## config.mk

```make
export PLATFORM = sky130hd
export DESIGN_NAME = mine_field_init
export DESIGN_NICKNAME = d
export VERILOG_FILES = /design/src/rtl/mine_field_init.sv
export SDC_FILE = /design/constraint.sdc
export NUM_CORES = 1
export LEC_CHECK = 0
export CORE_UTILIZATION = 40
export DETAILED_ROUTE_END_ITERATION = 6
export PLACE_DENSITY = 0.63
export SLEW_MARGIN = 20
export SYNTH_ARGS = -nofsm -noshare
export SYNTH_HDL_FRONTEND = slang
export SYNTH_SLANG_ARGS = --single-unit
```

## constraint.sdc

```tcl
create_clock -name clk -period 9.9 [get_ports clk]
set_clock_uncertainty 0.1 [all_clocks]
set_input_delay 1.485 -clock clk [delete_from_list [all_inputs] [get_ports clk]]
set_output_delay 1.485 -clock clk [all_outputs]
set_load 0.05 [all_outputs]
```

## src/rtl/mine_field_init.sv

```systemverilog
// Minesweeper board initialisation.
// Places MINES mines with a free-running 16-bit Galois LFSR, then streams one
// cell word per cycle (mine flag + adjacent-mine count) in row-major order and
// pulses ultima_casilla once the last cell has been written.
// Ports:
//   clk            - clock, rising edge
//   rst            - asynchronous active-low reset
//   start          - single-cycle build request, honoured only when idle
//   wr_en          - board memory write strobe
//   wr_addr        - cell address (row*COLS+col)
//   wr_data        - [4] mine flag, [3:0] adjacent mine count
//   busy           - high while placing mines or writing the board
//   ultima_casilla - one-cycle pulse after the final cell write
module mine_field_init #(
  parameter int unsigned ROWS      = 8,
  parameter int unsigned COLS      = 8,
  parameter int unsigned MINES     = 10,
  parameter logic [15:0] LFSR_SEED = 16'hACE1
) (
  input  logic                           clk,
  input  logic                           rst,
  input  logic                           start,
  output logic                           wr_en,
  output logic [$clog2(ROWS*COLS)-1:0]   wr_addr,
  output logic [4:0]                     wr_data,
  output logic                           busy,
  output logic                           ultima_casilla
);

  localparam int unsigned N    = ROWS * COLS;
  localparam int unsigned AW   = $clog2(N);
  localparam int unsigned NP   = 2 ** AW;
  localparam int unsigned RW   = $clog2(ROWS);
  localparam int unsigned CLW  = $clog2(COLS);
  localparam int unsigned CNTW = (MINES > 0) ? $clog2(MINES + 1) : 1;
  localparam logic [15:0] LFSR_MASK = 16'hB400;
  localparam logic [AW:0] N_W       = (AW + 1)'(N);

  typedef enum logic [1:0] {IDLE, PLACE, WRITE, DONE} state_t;

  state_t          state_q, state_d;
  logic [15:0]     lfsr_q, lfsr_d;
  logic [N-1:0]    bitmap_q, bitmap_d;
  logic [CNTW-1:0] cnt_q, cnt_d;
  logic [AW-1:0]   idx_q, idx_d;
  logic [RW-1:0]   row_q, row_d;
  logic [CLW-1:0]  col_q, col_d;
  logic [NP-1:0]   bm_pad;
  logic [AW-1:0]   cand;
  logic            cand_ok;
  logic [3:0]      nbr_cnt;

  // Galois LFSR step; runs every cycle regardless of state
  always_comb begin
    lfsr_d = {1'b0, lfsr_q[15:1]} ^ (lfsr_q[0] ? LFSR_MASK : 16'h0000);
  end

  // Bitmap padded to a power of two so any candidate index is in range
  assign bm_pad  = NP'(bitmap_q);
  assign cand    = lfsr_q[AW-1:0];
  assign cand_ok = ({1'b0, cand} < N_W) && !bm_pad[cand];

  // Next-state and datapath update
  always_comb begin
    state_d  = state_q;
    bitmap_d = bitmap_q;
    cnt_d    = cnt_q;
    idx_d    = idx_q;
    row_d    = row_q;
    col_d    = col_q;
    case (state_q)
      IDLE: begin
        if (start) begin
          bitmap_d = '0;
          cnt_d    = '0;
          state_d  = PLACE;
        end
      end
      PLACE: begin
        // Count check comes first: the cycle that sees MINES placed takes no candidate
        if (cnt_q == CNTW'(MINES)) begin
          state_d = WRITE;
          idx_d   = '0;
          row_d   = '0;
          col_d   = '0;
        end else if (cand_ok) begin
          bitmap_d = bitmap_q | (N'(1) << cand);
          cnt_d    = cnt_q + CNTW'(1);
        end
      end
      WRITE: begin
        if (idx_q == AW'(N - 1)) begin
          state_d = DONE;
        end else begin
          idx_d = idx_q + AW'(1);
          if (col_q == CLW'(COLS - 1)) begin
            col_d = '0;
            row_d = row_q + RW'(1);
          end else begin
            col_d = col_q + CLW'(1);
          end
        end
      end
      DONE:    state_d = IDLE;
      default: state_d = IDLE;
    endcase
  end

  // Adjacent-mine count for the cell written next; edges clip, no row wrap
  always_comb begin
    int r;
    int c;
    nbr_cnt = '0;
    r = 0;
    c = 0;
    for (int dr = -1; dr <= 1; dr++) begin
      for (int dc = -1; dc <= 1; dc++) begin
        r = int'(row_d) + dr;
        c = int'(col_d) + dc;
        if (!(dr == 0 && dc == 0) && r >= 0 && r < int'(ROWS) &&
            c >= 0 && c < int'(COLS)) begin
          nbr_cnt = nbr_cnt + 4'(bm_pad[AW'(r * int'(COLS) + c)]);
        end
      end
    end
  end

  // State, datapath and registered outputs (outputs track the next state)
  always_ff @(posedge clk or negedge rst) begin
    if (!rst) begin
      state_q        <= IDLE;
      lfsr_q         <= LFSR_SEED;
      bitmap_q       <= '0;
      cnt_q          <= '0;
      idx_q          <= '0;
      row_q          <= '0;
      col_q          <= '0;
      wr_en          <= 1'b0;
      wr_addr        <= '0;
      wr_data        <= '0;
      busy           <= 1'b0;
      ultima_casilla <= 1'b0;
    end else begin
      state_q        <= state_d;
      lfsr_q         <= lfsr_d;
      bitmap_q       <= bitmap_d;
      cnt_q          <= cnt_d;
      idx_q          <= idx_d;
      row_q          <= row_d;
      col_q          <= col_d;
      wr_en          <= (state_d == WRITE);
      wr_addr        <= (state_d == WRITE) ? idx_d : '0;
      wr_data        <= (state_d == WRITE) ? {bm_pad[idx_d], nbr_cnt} : 5'd0;
      busy           <= (state_d == PLACE) || (state_d == WRITE);
      ultima_casilla <= (state_d == DONE);
    end
  end

endmodule

```

==> results of run 1 <==
## metal layers
metal / wire, µm / share of wire / vias up
met1: 10740 / 0.45 / 3567
met4: 624 / 0.026 / 0
met2: 11000 / 0.46 / 303
met3: 1756 / 0.073 / 51
li1: - / - / 3329
met5: 0 / 0 / -
## worst min path at each step
stage | from | end | slack, ns
after detailed placement | lfsr_q[12] | lfsr_q[11] | 0.24
final | lfsr_q[7] | lfsr_q[6] | 0.26
after CTS | lfsr_q[6] | lfsr_q[5] | 0.26
after floorplan | lfsr_q[9] | lfsr_q[8] | 0.23
after global placement | lfsr_q[8] | lfsr_q[7] | 0.24
after global routing | lfsr_q[6] | lfsr_q[5] | 0.27
## power by group through the flow
| stage | Combinational (mW) | Sequential, mW | Clock (mW) |
|---|---|---|---|
| finish | 0.180 | 0.483 | 0.393 |
| global route | 0.197 | 0.485 | 0.420 |
| CTS | 0.180 | 0.483 | 0.402 |
| detailed placement | 0.178 | 0.492 | 0 |
| global placement | 0.175 | 0.491 | 0 |
| floorplan | 0.120 | 0.494 | 0 |
## area by class of cell
type,count,area (µm²),area share
clock inverters,6,83.83,0.009022
repair buffers,26,232.7,0.02505
clock buffers,10,229.0,0.02464
multi-input cells,739,5487,0.5905
flip-flops and latches,112,2813,0.3027
well taps,275,344.1,0.03703
inverters,26,102.6,0.01104
## metrics by stage
stage                     hold WS, ns  std cells
after floorplan                0.2312        931
after global placement         0.2402       1178
after detailed placement       0.2428       1178
after CTS                      0.2593       1194
after global routing           0.2656       1194
final                          0.2581       1194
## cells by family after synthesis
logic type               Yosys count
AND/OR/NAND/NOR                  401
AO/OA/AOI/OAI                    165
flip-flops                       112
multiplexers                     109
buffers and inverters             80
adder cells (fa/ha/maj)           41
XOR/XNOR                          23
## worst register-to-register path: cells and delay by family (launching register included)
family          cells  cell delay, ns
compound gates      2            0.48
xor+xnor            2            0.28
fa+ha+maj          11            3.20
buf+inv             1            0.08
flops               1            0.42
mux                 7            2.71
simple gates        9            1.59
## synth_stat cells, types with 7 or more instances
| master | count |
|---|---|
| o21ai_0 | 23 |
| o211ai_1 | 15 |
| xnor2_1 | 12 |
| inv_1 | 21 |
| buf_2 | 8 |
| dfrtp_1 | 104 |
| ha_1 | 38 |
| mux4_1 | 19 |
| nor2_1 | 131 |
| nand2b_1 | 7 |
| mux2i_1 | 42 |
| dfstp_2 | 8 |
| mux4_2 | 41 |
| o22ai_1 | 7 |
| mux2_2 | 7 |
| nand2_1 | 160 |
| o2111ai_1 | 9 |
| and2_1 | 8 |
| xor2_1 | 10 |
| clkbuf_1 | 31 |
| nand3_1 | 50 |
| a21oi_1 | 80 |
| nor3_1 | 13 |
| buf_1 | 7 |
## sequential cells by signal (all words and copies together) (netlist names)
signal	count
cnt_q	4
bitmap_q	64
wr_en	1
idx_q	6
wr_addr	6
row_q	3
col_q	3
wr_data	5
state_q	2
ultima_casilla	1
busy	1
lfsr_q	16
==> reports/results.tsv, run 1 <==
metric	value	unit
synth-seq-cells	112	
timing.critical_path.mode_cell	ha_1	
fin_total_pwr	1.056	mW
via_count	7250	
die-area	0.02223	mm²
drc	0	
rsz0062_at_grt	no	
cp_max_fo	12	
comb_power_share	0.170	
numClockSinks	112	
htree_levels	3	
powerDensity	113.6	mW/mm²
top_usage_layer	met2	
startpoint	state_q[0]	
cts-root-buf	clkbuf_16	
n_antenna_cell	0	
rrSetupSlack	0.93	ns
grtUsageMet2	0.3521	
synth_area_leaders	dfrtp_1 30%, mux4_2 11%, nand2_1 6.9%	
maxSlewHeadroom	0.2686	
critical_path_class	reg -> reg	
final_nets	958	
cp-start-kind	flip-flop	
fmax	0.1114	GHz
core_area	0.02109	mm²
crit_family	adder cells	
drive_gt1_frac	0.1143	
crit_buf_inv	1	
gp_congestion	0.9692	
pre_cts_slack	0.9567	ns
cp-end-kind	flip-flop	
avgViaCountPerCell	6.072	
run_status	complete, no violations	
setup_violations	0	
port_buffers	16	
start_util	0.4104	
min_period_over_period	0.9064	
grt_first_pass_wirelength	39.96	mm
p_leak	3.960	nW
critPathMaxStageDelay	0.56	ns
synth_cell_types	67	
num_io_pins	17	
hold_viol	0	
synth_edf_count	0	
drt_iter0_drc	720	
grt_overflow	0	
synth_compound_area_frac	0.1184	
cts_tree	yes	
synth-simple-area-share	0.2054	
slowest_stage	mux4_2	
grt_start_max_net_pins	67	
reg2reg_from	state_q[0]	
worst_slack	0.9265	ns
post-cts-setup-buffer-count	0	
met3_usage	0.03884	
wl	24.12	mm
fin_area	0.009291	mm²
synth_nets	975	
area_growth	7.359	%
p_sw	0.3339	mW
synth_xor_area_frac	0.02544	
netlist_area	0.008655	mm²
die_w	149.1	µm
antenna_found_initial	0	
worst_slew_pin_slew	1.089	ns
ant_nets	0	
ys_warn_count	0	
clkTransAtPathRegs	0.08	ns
gr-usage-met1	0.3364	
finalMaxSlewViolations	0	
synthFlopType	dfrtp_1	
reg2regPathDepth	32	
arrival	9.14	ns
p_clk_frac	0.372	
placed_area	0.008979	mm²
fill_cells	2020	
track_usage	0.2329	
wl_per_cell	20.20	µm
min_period	8.973	ns
dp_hpwl	17.02	mm
synthMuxAreaShare	0.2221	
final_cell_mix	160 x nand2_1, 131 x nor2_1, 104 x dfrtp_1	
setup_tns	0	ns
min-delay-path-class	reg -> reg	
cts_inserted_buffers	9	
postCtsHoldBufs	0	
internal-power	0.7218	mW
dr.pass1.iters	7	
synth_top_area_frac	0.3007	
row_count	53	
first_global_vias	7055	
synth_top_family_by_area	multiplexers	
share_seq_of_total_power	0.457	
endpoint	wr_data[2]	
final_util	0.4406	
syn_inst	931	
max-vdd-ir-drop	0.00009318	V
switching_share	0.3163	
path_depth	32	
die_h	149.1	µm
clk_path_buf_depth	2	
mostFrequentLayoutCell	nand2_1	
whs_path_depth	0	
ys_async_sr_fraction	1.000	
cts.repair.resized	0	
synth_area_leader_cell	dfrtp_1	
required	10.07	ns
avgSynthCellArea	9.296	µm²
synth_fa_ha_area_frac	0.06188	
r2r-end	wr_data[2]	
max_cap_viol_count	0	
seq_area_frac_synth	0.3250	
clock_latency	0.37	ns
No activity file was read; power rests on OpenSTA's default activity.
==> run 2: changes to the inputs <==
--- a/config.mk
+++ b/config.mk
@@ -5,9 +5,10 @@
 export SDC_FILE = /design/constraint.sdc
 export NUM_CORES = 1
 export LEC_CHECK = 0
-export CORE_UTILIZATION = 40
+export CORE_MARGIN = 1
+export CORE_UTILIZATION = 25
 export DETAILED_ROUTE_END_ITERATION = 6
-export PLACE_DENSITY = 0.63
+export PLACE_DENSITY = 0.47
 export SLEW_MARGIN = 20
 export SYNTH_ARGS = -nofsm -noshare
 export SYNTH_HDL_FRONTEND = slang
==> reports/results.tsv, run 2 (synthesis gave the netlist of run 1 again) <==
metric	value	unit	change
run_status	complete, no violations		
maxSlewHeadroom	0.3072		+0.03862
track_usage	0.1536		-0.07935
largestRegisters	bitmap_q: 64 flops, lfsr_q: 16 flops		
wl	26.64	mm	+10%
postCtsHoldBufs	0		unchanged
reg2regPathDepth	32		unchanged
required	10.06	ns	about the same
startpoint	state_q[0]		
grt_start_max_net_pins	69		+3.0%
die-area	0.03537	mm²	+59%
hold_start	lfsr_q[6]		
slowest_stage	mux4_2		
clock_latency	0.37	ns	about the same
setup_violations	0		unchanged
mostFrequentLayoutCell	nand2_1		
met3_usage	0.02003		-0.01881
cp-start-kind	flip-flop		
die_w	188.1	µm	+26%
worst_slew_pin_slew	1.038	ns	-0.05089 ns
first_global_vias	6916		-2.0%
fin_area	0.009549	mm²	+2.8%
grt_first_pass_wirelength	42.17	mm	+5.5%
numClockSinks	112		unchanged
start_util	0.2562		-0.1542
critPathMaxStageDelay	0.57	ns	about the same
grtUsageMet2	0.2411		-0.1110
fill_cells	3534		+75%
ant_nets	0		unchanged
gr-usage-met1	0.2229		-0.1135
critical_path_class	reg -> reg		
largest_reg_flops	64		unchanged
placed_area	0.009210	mm²	+2.6%
drive_gt1_frac	0.1182		+0.003967
top_usage_layer	met2		
clk_path_buf_depth	2		unchanged
dp.cells	1353		+15%
max_cap_viol_count	0		unchanged
reg2reg_from	state_q[0]		
n_antenna_cell	0		unchanged
cts_inserted_buffers	9		unchanged
antenna_found_initial	0		unchanged
timing.critical_path.mode_cell	ha_1		
final_cells	1370		+15%
fin_hold_ws	0.2586	ns	+0.0005470 ns
worst_slack	0.8605	ns	-0.06605 ns
core_area	0.03378	mm²	+60%
num_io_pins	17		unchanged
drc	0		unchanged
rrSetupSlack	0.86	ns	-0.07 ns
min-delay-path-class	reg -> reg		
whs_path_depth	0		unchanged
final_nets	961		+0.31%
avgViaCountPerCell	5.202		-14%
arrival	9.20	ns	+0.06 ns
port_buffers	16		unchanged
pre_cts_slack	0.8556	ns	-0.1011 ns
cts.repair.resized	0		unchanged
setup_tns	0	ns	unchanged
cp_max_fo	12		unchanged
max-vdd-ir-drop	0.00008802	V	-5.5%
min_period	9.040	ns	+0.06604 ns
dp_hpwl	18.88	mm	+11%
row_count	67		+26%
cts_tree	yes		
clkTransAtPathRegs	0.08	ns	about the same
endpoint	wr_data[2]		
drt_iter0_drc	683		-5.1%
p_leak	3.984	nW	+0.60%
hold_viol	0		unchanged
die_h	188.1	µm	+26%
finalMaxSlewViolations	0		unchanged
post-cts-setup-buffer-count	0		unchanged
cp-end-kind	flip-flop		
wl_per_cell	19.44	µm	-3.7%
rsz0062_at_grt	no		
dr.pass1.iters	5		-2
largest_register	bitmap_q		
area_growth	10.34	%	
min_period_over_period	0.9131		+0.006671
htree_levels	3		unchanged
final_cell_mix	160 x nand2_1, 131 x nor2_1, 104 x dfrtp_1		
cts-root-buf	clkbuf_16		
powerDensity	113.8	mW/mm²	+0.16%
grt_overflow	0		unchanged
fmax	0.1106	GHz	-0.73%
via_count	7127		-1.7%
r2r-end	wr_data[2]		
gp_congestion	0.8363		-14%
run 2: worst min path at each step:
stage / end / slack (ns)
detailed placement: lfsr_q[7] / 0.24
global route: lfsr_q[5] / 0.26
floorplan: lfsr_q[8] / 0.23
finish: lfsr_q[5] / 0.26
global placement: lfsr_q[8] / 0.24
CTS: lfsr_q[5] / 0.26
run 2: final cells by class:
cell class	count	area, µm²	share of cell area
multi-input cells	739	5487	0.5746
flip-flops and latches	112	2813	0.2945
well taps	448	560.5	0.05870
repair buffers	29	259.0	0.02712
clock buffers	9	225.2	0.02358
clock inverters	7	102.6	0.01074
inverters	26	102.6	0.01074
run 2: worst max-delay path: cells and delay by family (launching register included):
family	cells	cell delay [ns]
adders and majority gates	11	3.25
muxes	7	2.73
and+or+nand+nor	9	1.60
DFF	1	0.43
AOI/OAI and AO/OA	2	0.43
xor gates and xnor gates	2	0.28
buffers and inverters	1	0.09
run 2: power breakdown:
part | internal, mW | switching [mW] | leakage, nW
clock | 0.208 | 0.210 | 0.160
sequential | 0.469 | 0.0146 | 1.53
combinational | 0.0523 | 0.133 | 2.30
total | 0.729 | 0.358 | 3.98
run 2: layer usage:
layer,share of wire,vias up
met1,0.48,3564
met3,0.045,23
met4,0.014,0
met5,0,-
li1,-,3331
met2,0.46,209
run 2: through the flow:
step                power, mW  utilization
finish                  1.087       0.2827
global route            1.136       0.2827
CTS                     1.099       0.2823
detailed placement     0.6766       0.2726
global placement       0.6770       0.2726
floorplan              0.6139            -
